--- src/rtl/detector_window_scheduler.sv ---
// Detector acquisition window scheduler: opens a window on an idle hit,
// OR-accumulates hits, streams the mask out, then waits out a dead time.
module detector_window_scheduler #(
  parameter int DATA_WIDTH = 64,
  parameter int GROUPS     = 4,
  parameter int CNTR_WIDTH = 8
) (
  input  logic                  aclk,
  input  logic                  aresetn,
  input  logic                  enable,
  input  logic [DATA_WIDTH-1:0] din,
  input  logic [CNTR_WIDTH-1:0] cfg_window,
  input  logic [CNTR_WIDTH-1:0] cfg_holdoff,
  output logic [DATA_WIDTH-1:0] m_axis_tdata,
  output logic                  m_axis_tvalid,
  input  logic                  m_axis_tready,
  output logic [GROUPS-1:0]     test,
  output logic                  busy,
  output logic [31:0]           win_cnt,
  output logic [15:0]           drop_cnt
);

  localparam int GW = DATA_WIDTH / GROUPS;

  localparam logic [1:0] S_IDLE   = 2'd0;
  localparam logic [1:0] S_WINDOW = 2'd1;
  localparam logic [1:0] S_SEND   = 2'd2;
  localparam logic [1:0] S_HOLD   = 2'd3;

  localparam logic [CNTR_WIDTH-1:0] C_ZERO = '0;
  localparam logic [CNTR_WIDTH-1:0] C_ONE  = 1;

  logic [1:0]            state;
  logic [1:0]            state_d;
  logic [DATA_WIDTH-1:0] mask;
  logic [DATA_WIDTH-1:0] mask_d;
  logic [CNTR_WIDTH-1:0] cntr;
  logic [CNTR_WIDTH-1:0] cntr_d;
  logic [CNTR_WIDTH-1:0] win_lat;
  logic [CNTR_WIDTH-1:0] hold_lat;
  logic [GROUPS-1:0]     grp_or;
  logic                  hit;
  logic                  trig;
  logic                  fire;
  logic                  dead;

  assign hit  = |din;
  assign trig = (state == S_IDLE) && enable && hit;
  assign fire = m_axis_tvalid && m_axis_tready;
  assign dead = (state == S_SEND) || (state == S_HOLD);

  assign m_axis_tdata = mask;

  always_comb begin
    grp_or = '0;
    for (int g = 0; g < GROUPS; g++) begin
      grp_or[g] = |mask[g*GW +: GW];
    end
  end

  always_comb begin
    state_d = state;
    mask_d  = mask;
    cntr_d  = cntr;
    unique case (state)
      S_IDLE: begin
        if (trig) begin
          mask_d  = din;
          cntr_d  = C_ZERO;
          state_d = (cfg_window == C_ZERO) ? S_SEND : S_WINDOW;
        end
      end
      S_WINDOW: begin
        mask_d = mask | din;
        if (cntr == win_lat - C_ONE) begin
          state_d = S_SEND;
        end else begin
          cntr_d = cntr + C_ONE;
        end
      end
      S_SEND: begin
        if (fire) begin
          cntr_d  = C_ZERO;
          state_d = (hold_lat != C_ZERO) ? S_HOLD : S_IDLE;
        end
      end
      S_HOLD: begin
        if (cntr == hold_lat - C_ONE) begin
          state_d = S_IDLE;
        end else begin
          cntr_d = cntr + C_ONE;
        end
      end
      default: state_d = S_IDLE;
    endcase
  end

  always_ff @(posedge aclk or negedge aresetn) begin
    if (!aresetn) begin
      state         <= S_IDLE;
      mask          <= '0;
      cntr          <= '0;
      win_lat       <= '0;
      hold_lat      <= '0;
      m_axis_tvalid <= 1'b0;
      busy          <= 1'b0;
      test          <= '0;
      win_cnt       <= '0;
      drop_cnt      <= '0;
    end else begin
      state         <= state_d;
      mask          <= mask_d;
      cntr          <= cntr_d;
      m_axis_tvalid <= (state_d == S_SEND);
      busy          <= (state_d != S_IDLE);
      if (trig) begin
        win_lat  <= cfg_window;
        hold_lat <= cfg_holdoff;
      end
      if (fire) begin
        test    <= grp_or;
        win_cnt <= win_cnt + 32'd1;
      end
      // hits arriving while the mask is in flight or in dead time are lost
      if (dead && hit && (drop_cnt != 16'hFFFF)) begin
        drop_cnt <= drop_cnt + 16'd1;
      end
    end
  end

endmodule

--- config.mk ---
export PLATFORM = sky130hd
export DESIGN_NAME = detector_window_scheduler
export DESIGN_NICKNAME = d
export VERILOG_FILES = /design/src/rtl/detector_window_scheduler.sv
export SDC_FILE = /design/constraint.sdc
export NUM_CORES = 1
export LEC_CHECK = 0
export CELL_PAD_IN_SITES_DETAIL_PLACEMENT = 1
export CELL_PAD_IN_SITES_GLOBAL_PLACEMENT = 1
export CORE_ASPECT_RATIO = 1.75
export CORE_MARGIN = 10
export CORE_UTILIZATION = 39
export DETAILED_ROUTE_END_ITERATION = 6
export GPL_ROUTABILITY_DRIVEN = 0
export PLACE_DENSITY_LB_ADDON = 0.1
export SYNTH_ARGS = -nofsm -noshare
export SYNTH_HDL_FRONTEND = slang
export SYNTH_SLANG_ARGS = --single-unit
--- constraint.sdc ---
create_clock -name aclk -period 6.93 [get_ports aclk]
set_clock_uncertainty 0.15 [all_clocks]
set_input_delay 1.386 -clock aclk [delete_from_list [all_inputs] [get_ports aclk]]
set_output_delay 1.386 -clock aclk [all_outputs]
set_load 0.01 [all_outputs]
Yosys cells after proc, flatten, opt, wreduce, memory -nomap -nowiden
Index checks and enable logic that the tools add are counted.
{ "word_totals": {"elab_cells": 59, "inputBits": 84, "out_inout_bits": 118, "register_bits": 144} }
{ "classes": {"n_bitwise": 1, "n_eq_ne": 11, "muxes": 14, "n_reduce_logical": 18, "addsub": 5} }
{ "op_table": {"columns": ["operator", "n"], "rows": [
  ["case mux 64 bit (2 select lines)", 1],
  ["two-way mux 64 bit", 1],
  ["bitwise OR 64 bit", 1],
  ["OR reduction 16 bit", 4],
  ["OR reduction 64 bit", 1],
  ["adder 32 x 1 -> 32 bit (second input constant)", 1],
  ["two-way mux 8 bit", 4],
  ["case mux 8 bit (4 select lines)", 1],
  ["adder 16 x 1 -> 16 bit (second input constant)", 1],
  ["== test 8 bit", 2],
  ["inequality test 16 bit (second input constant)", 1],
  ["subtractor 8 x 1 -> 8 bit (second input constant)", 2],
  ["two-way mux 2 bit", 6],
  ["adder 8 x 1 -> 8 bit (second input constant)", 1],
  ["zero test 8 bit", 1],
  ["inequality test 2 bit (second input constant)", 4],
  ["case mux 2 bit (4 select lines)", 1],
  ["nonzero test 8 bit", 1],
  ["== test 2 bit (second input constant)", 3],
  ["logical AND 1 bit", 5],
  ["AND reduction 4 bit", 1],
  ["nonzero test 2 bit", 2],
  ["== test 2 x 1 -> 1 bit (second input constant)", 1],
  ["zero test 2 bit", 1],
  ["2 further kinds", 2]
]} }

Longest topological paths before layout
Gate-level depths: netlist of run 1.
{ "depth": {"ltp_word": 6, "depth_mapped": 10, "depth_no_buf": 9} }

Least setup slack after synthesis of run 1
No wires, ideal clock.
{ "synth_path": {"path_type": "input to register", "from": "in din[61]", "to": "reg win_lat[1]", "t_required_ns": 6.655, "setup_ns": 0.125, "path_stages": 8, "arrival_ns": 3.131, "setup_slack_ns": 3.524, "n_path_buf": 2, "cell_sequence": "nor4_1 > nand4_1 > nor4_1 > nor3b_1 > nand2b_1 > buf_2 > buf_2 > mux2_2"} }
{ "synth_via": {"elab_chain_cells": 2} }
{ "synth_lines": {"columns": ["item", "line", "rtl"], "rows": [
  ["from (decl)", "11", "input logic [DATA_WIDTH-1:0] din,"],
  ["OR reduction 64 bit", "47", "assign hit = |din;"],
  ["logical AND 1 bit", "48", "assign trig = (state == S_IDLE) && enable && hit;"],
  ["to (signal assigned)", "117", "win_lat <= cfg_window;"],
  ["to (decl)", "39", "logic [CNTR_WIDTH-1:0] win_lat;"]
]} }
No other way between the ends.
A chain may end at the register's enable or synchronous reset.

Worst setup path in the final report of run 1
{ "layout_path": {"from": "in din[58]", "to": "reg mask[39], in the netlist m_axis_tdata[39]"} }
{ "layout_via": {"elab_chain_cells": 4} }
{ "layout_lines": {"columns": ["item", "line", "rtl"], "rows": [
  ["OR reduction 64 bit", "47", null],
  ["logical AND 1 bit", "48", null],
  ["inequality test 2 bit (no source line)", null, null],
  ["AND reduction 2 bit (no source line)", null, null],
  ["to (signal assigned)", "112", "mask <= mask_d;"],
  ["to (decl)", "35", "logic [DATA_WIDTH-1:0] mask;"]
]} }
No other way between the ends.

==> run summary, run 1 <==
Hold path
- terminating pin of the worst hold path: test[0]
- worst hold path type: reg2reg
- launch instance of the worst min-delay path: test[0]
- Hold Path Cell Cnt: 1

STA
- share of the clock period used by the worst path: 0.6972
- final setup violating endpoints: 0
- setup slack of the critical path after layout: 2.099 ns
- Worst-Margin Slew: 0.9210 ns
- RSZ-0062 raised after global routing: no
- relative slew slack: 0.3860
- final-report max-slew violation count: 0
- FMAX: 0.2070 GHz
- worst hold slack: 0.3234 ns
- minimum clock period: 4.831 ns
- Final TNS setup: 0 ns
- total count of hold-check failures in the final report: 0

Worst setup path
- FF-to-FF End: cntr[1]
- startpoint class of the critical path: primary input
- biggest fanout along the worst timing path: 51
- worst reg2reg setup slack: 4.08 ns
- startpoint-to-endpoint class of the critical path: in2reg
- Critical R2R Launch: hold_lat[0]
- Arrival @ worst endpoint: 5.02 ns
- category of the worst setup path capture point: flop
- cell count of the worst reg-to-reg path: 9
- Worst Path Required: 7.12 ns
- CP startpoint: din[58]

Layout
- share of cells above drive strength 1: 0.08752
- Filler Cells Inserted: 1,741
- highest-count cells in the layout ignoring fill and taps: clkdlybuf4s50_1 (200), dfrtp_1 (144), a22o_1 (66)
- most common cell after layout, fill and taps aside: clkdlybuf4s50_1
- net total in the final layout: 856
- area overhead of the layout relative to synthesis: 43.19%
- utilization after layout: 0.5711
- Post-Layout Cell Count: 1,002

Floorplanning
- Ports: 202
- height of the die: 192.0 µm
- chip width: 118.3 µm
- floorplan die area: 0.02270 mm²
- Initial Utilization: 0.3988
- floorplan row count: 62
- Core Region: 0.01652 mm²

Pwr
- switching share of power: 0.3463
- internal power consumption: 2.466 mW
- cell leakage power: 3.743 nW
- sequential cell fraction of total power: 0.378
- Clock Power Share: 0.266
- power share of the combinational group: 0.356
- net load switching power: 1.306 mW
- IR Drop Worst-Case VDD: 0.1696 mV
- power per cell area: 399.7 mW/mm²

Clocking
- Reg clk slew, reported paths: 0.06 ns
- total of hold buffers inserted after clock tree synthesis: 0
- Resized cells post-CTS: 0
- buffer depth of the longest clock path: 2
- Post-CTS Repair Setup Buffers: 0
- number of clock sinks: 144
- clock latency at the later pin of the worst-skew pair: 0.41 ns
- CTS root buf: clkbuf_16
- htree depth: 4
- CTS tree: built
- Inserted Clock Buffers: 17

Synth
- EDFF count, synth: 0
- most used flip-flop cell after synthesis: dfrtp_1
- area of the mapped netlist: 0.006590 mm²
- number of warnings issued by yosys: 0
- Net Count, Synth: 660
- post-synthesis async set-or-reset flop share: 1.000
- distinct cell type count of the synthesized netlist: 56
- Cells after Synth: 570
- FF+latch count, synth: 144
- sequential fraction of the synthesis area: 0.5468
- average size of a mapped cell: 11.56 µm²

Route
- routed vias: 5,562
- total wirelength of the detailed-routed design: 23,310 µm
- Iter 0 DRT Violations: 256
- routed via count divided by cell count: 5.551
- antenna-violating nets left: 0
- count of TritonRoute iterations in the first routing pass: 4
- total DRC errors in the routed layout: 0
- routed wire length per instance: 23.26 µm

GRT
- via count of the first global-routing pass: 6,263
- antenna violations before repair: 1
- all-layer global routing usage: 0.2018
- largest net degree at the start of global routing: 76
- global-route wire length before repair: 36,310 µm
- GRT overflow: 0

Flow run
- number of max-cap violations: 0

Placement
- Worst Setup Slack post-DPL: 1.637 ns
- Placed Cells: 971
- total half-perimeter wirelength after legalization and detailed placement: 17,740 µm
- port buffer count: 201

Outcome
- outcome: completed

## layout make-up
class,count,area [µm²],area share
Timing Repair Buffer,204,2036,0.2157
Inverter,12,45.04,0.004773
Clock buffer,17,425.4,0.04508
Sequential cell,144,3603,0.3819
Tap cell,224,280.3,0.02970
Multi-Input combinational cell,387,2833,0.3002
Antenna cell,1,2.502,0.0002652
Clock inverter,13,211.5,0.02241
## sequential cells by signal, summed over array words and instances, names as in the netlist
| signal | flops |
|---|---|
| busy | 1 |
| cntr | 8 |
| drop_cnt | 16 |
| hold_lat | 8 |
| m_axis_tdata | 64 |
| m_axis_tvalid | 1 |
| state | 2 |
| test | 4 |
| win_cnt | 32 |
| win_lat | 8 |
## kinds of logic (layout without fill, tap and decap cells)
logic type,after synthesis,count (layout),synth area share
and+or+nand+nor,195,195,0.1680
DFF,144,144,0.5468
AOI/OAI and AO/OA,105,105,0.1337
xor gates and xnor gates,62,62,0.08240
buffers and inverters,39,246,0.02487
muxes,19,19,0.03284
adders and majority gates,6,6,0.01139
other,0,1,0
## cells in the mapped netlist, types with 5 or more instances
cell | count | area (µm²)
xnor2_1 | 43 | 376.6
ha_1 | 6 | 75.07
mux2_2 | 17 | 191.4
nand2b_1 | 8 | 50.05
clkbuf_1 | 14 | 52.55
dfrtp_1 | 144 | 3603
nor2_1 | 22 | 82.58
nor3_1 | 7 | 35.03
nand4_1 | 14 | 87.58
a21oi_1 | 6 | 30.03
nor2b_1 | 6 | 37.54
nand3_1 | 23 | 115.1
xor2_1 | 19 | 166.4
a22o_1 | 66 | 578.1
and4_1 | 5 | 43.79
a41oi_1 | 5 | 43.79
buf_2 | 10 | 50.05
nor4_1 | 37 | 231.5
nand2_1 | 36 | 135.1
and3_1 | 12 | 75.07
inv_1 | 12 | 45.04
a21o_1 | 6 | 45.04
## worst max path at each step
stage / slack, ns / to / cells after the start
after floorplan: 3.52 / win_lat[1] / 8
after global placement: 1.78 / m_axis_tdata[47] / 8
after detailed placement: 1.64 / m_axis_tdata[0] / 8
after CTS: 2.05 / m_axis_tdata[39] / 8
after global routing: 1.85 / m_axis_tdata[2] / 8
final: 2.10 / m_axis_tdata[39] / 8
## power groups by stage
stage | clock [mW] | combinational [mW] | sequential [mW]
after CTS | 1.02 | 1.36 | 1.43
after floorplan | 0 | 0.713 | 1.38
after detailed placement | 0 | 1.35 | 1.44
after global routing | 1.05 | 1.45 | 1.47
final | 1.00 | 1.34 | 1.43
after global placement | 0 | 1.29 | 1.42
## routing by layer
| layer | routed length [µm] | vias to the layer above | global-route usage | share of wire |
|---|---|---|---|---|
| li1 | - | 2518 | - | - |
| met3 | 1034 | 30 | 0.04440 | 0.044 |
| met2 | 13400 | 149 | 0.3933 | 0.58 |
| met5 | 0 | - | 0 | 0 |
| met4 | 456 | 0 | 0.06686 | 0.020 |
| met1 | 8412 | 2865 | 0.2060 | 0.36 |
## critical path, stage by stage
cell             delay (ns)
clkdlybuf4s50_1        0.44
nor4_1                 0.53
nand4_1                0.25
nor4_1                 0.70
nor3b_1                0.22
nand2b_2               0.60
buf_4                  0.62
a22o_1                 0.25
## per-stage QoR
| stage | power [mW] | cell area [µm²] |
|---|---|---|
| floorplan | 2.088 | 6590 |
| global placement | 2.707 | 8797 |
| detailed placement | 2.790 | 8797 |
| CTS | 3.814 | 9434 |
| global route | 3.976 | 9437 |
| finish | 3.772 | 9437 |
Power figures use the tool's default switching activity.
==> inputs of run 2 (changes only) <==
CORE_UTILIZATION = 36   (was 39)
clock period = 4.5 ns   (was 6.93 ns; I/O delays follow)
==> run 2 against run 1 <==
- global-route usage down 1.7 points
- total power up 54%
- sequential power up 53%
- first-iteration DRC count up 21%
- worst setup slack worse by 1.3 ns
- worst hold slack better by 0.0021 ns
- utilization down 4.6 points
- critical path depth unchanged
- combinational power up 54%
- sequential share of layout area down 0.20 points
- register-to-register slack worse by 2.5 ns
- via count down 0.23%
- critical path type unchanged
- largest cell class unchanged
- largest power group unchanged
==> run summary, run 2 (synthesis results as in run 1) <==
Outcome
- outcome: completed, unchanged

GRT
- largest net degree at the start of global routing: 107, was 76
- global-route wire length before repair: 34,820 µm, was 36,310 µm
- via count of the first global-routing pass: 6,176, was 6,263
- met1 track demand over resource in global routing: 0.1899, was 0.2060
- antenna violations before repair: 1, unchanged
- global-route met2 utilization: 0.3437, was 0.3933
- GRT Max-Usage Layer: met2, unchanged
- routing usage on met3: 0.03974, was 0.04440
- all-layer global routing usage: 0.1844, was 0.2018
- GRT overflow: 0, unchanged

Worst setup path
- category of the worst setup path capture point: flop, unchanged
- crit-path leading delay family: simple AND/OR/NAND/NOR gates, unchanged
- Arrival @ worst endpoint: 3.92 ns, was 5.02 ns
- CP most frequent cell: nor4_1, unchanged
- cell-by-cell trace of the critical path: clkdlybuf4s50_1, nor4_1, nand4_1, nor4_1, nor3b_1, nand2b_2, buf_4, a22o_1, unchanged
- total buffers and inverters traversed by the critical path: 2, unchanged
- Worst Path Required: 4.72 ns, was 7.12 ns
- master of the slowest instance on the critical path: nor4_1, unchanged
- startpoint class of the critical path: primary input, unchanged
- biggest fanout along the worst timing path: 22, was 51
- Largest stage delay, worst path: 0.71 ns, was 0.70 ns
- startpoint-to-endpoint class of the critical path: in2reg, unchanged

Placement
- total half-perimeter wirelength after legalization and detailed placement: 17,400 µm, was 17,740 µm
- Placed Cells: 984, was 971
- area after detailed placement: 0.008845 mm², was 0.008797 mm²
- Worst Setup Slack post-DPL: 0.3190 ns, was 1.637 ns
- port buffer count: 201, unchanged

Clocking
- htree depth: 4, unchanged
- Post-CTS Repair Setup Buffers: 0, unchanged
- Resized cells post-CTS: 0, unchanged
- CTS tree: built, unchanged
- buffer depth of the longest clock path: 2, unchanged
- Inserted Clock Buffers: 17, unchanged
- clock latency at the later pin of the worst-skew pair: 0.43 ns, was 0.41 ns
- Reg clk slew, reported paths: 0.06 ns, about the same
- total of hold buffers inserted after clock tree synthesis: 0, unchanged
- CTS root buf: clkbuf_16, unchanged
- number of clock sinks: 144, unchanged

Layout
- area overhead of the layout relative to synthesis: 43.93%, was 43.19%
- most common cell after layout, fill and taps aside: clkdlybuf4s50_1, unchanged
- Post-Layout Cell Count: 1,017, was 1,002
- highest-count cells in the layout ignoring fill and taps: clkdlybuf4s50_1 (200), dfrtp_1 (144), a22o_1 (66), unchanged
- Filler Cells Inserted: 1,943, was 1,741
- net total in the final layout: 859, was 856
- finished layout cell area: 0.009485 mm², was 0.009437 mm²
- utilization after layout: 0.5254, was 0.5711
- share of cells above drive strength 1: 0.09207, was 0.08752
- flip-flop count of the largest register, all copies and words added: 64, unchanged

STA
- Final TNS setup: 0 ns, unchanged
- final-report max-slew violation count: 0, unchanged
- minimum clock period: 3.702 ns
- total count of hold-check failures in the final report: 0, unchanged
- setup slack of the critical path after layout: 0.7977 ns, was 2.099 ns
- FMAX: 0.2701 GHz
- RSZ-0062 raised after global routing: no, unchanged
- Worst-Margin Slew: 0.9992 ns, was 0.9210 ns
- share of the clock period used by the worst path: 0.8227
- worst hold slack: 0.3255 ns, was 0.3234 ns
- relative slew slack: 0.3339, was 0.3860
- final setup violating endpoints: 0, unchanged

Route
- routed via count divided by cell count: 5.456, was 5.551
- Iter 0 DRT Violations: 310, was 256
- routed wire length per instance: 22.21 µm, was 23.26 µm
- antenna-violating nets left: 0, unchanged
- count of TritonRoute iterations in the first routing pass: 4, unchanged
- total DRC errors in the routed layout: 0, unchanged
- routed vias: 5,549, was 5,562
- total wirelength of the detailed-routed design: 22,590 µm, was 23,310 µm

Floorplanning
- Ports: 202, unchanged
- chip width: 122.3 µm, was 118.3 µm
- floorplan row count: 65, was 62
- Initial Utilization: 0.3650, was 0.3988
- height of the die: 199.0 µm, was 192.0 µm
- floorplan die area: 0.02433 mm², was 0.02270 mm²
- Core Region: 0.01805 mm², was 0.01652 mm²

Flow run
- number of max-cap violations: 0, unchanged

Pwr
- PnR Total Power: 5.791 mW, was 3.772 mW
- power per cell area: 610.6 mW/mm², was 399.7 mW/mm²
- cell leakage power: 3.752 nW, was 3.743 nW
- IR Drop Worst-Case VDD: 0.2641 mV, was 0.1696 mV

Hold path
- worst hold path type: reg2reg, unchanged

[run 2: final cells by class]
type / instances / area (µm²) / share of cell area
Sequential cell: 144 / 3603 / 0.3799
Multi-Input combinational cell: 387 / 2833 / 0.2986
Timing Repair Buffer: 207 / 2071 / 0.2183
Clock buffer: 20 / 456.7 / 0.04815
Tap cell: 234 / 292.8 / 0.03087
Clock inverter: 12 / 181.4 / 0.01913
Inverter: 12 / 45.04 / 0.004749
Antenna cell: 1 / 2.502 / 0.0002638
[run 2: power breakdown]
| part | switching (mW) | internal [mW] |
|---|---|---|
| combinational | 0.934 | 1.14 |
| clock | 0.565 | 0.960 |
| sequential | 0.510 | 1.68 |
| total | 2.01 | 3.78 |
[run 2: layer usage]
layer  share of wire  up-vias
li1                -     2514
met5               0        -
met1            0.37     2860
met4           0.024        0
met3           0.045       29
met2            0.56      146
[run 2: final timing paths]
path | start | end | slack [ns] | cells after the start
setup / recovery | din[49] | m_axis_tdata[3] | 0.80 | 8
hold / removal | win_cnt[31] | win_cnt[31] | 0.33 | 1
setup reg to reg | hold_lat[0] | cntr[1] | 1.57 | 9
hold reg to reg | win_cnt[31] | win_cnt[31] | 0.33 | 1
max in group asynchronous | aresetn | m_axis_tdata[13] | 2.86 | 2
min in group asynchronous | aresetn | win_cnt[28] | 0.43 | 1
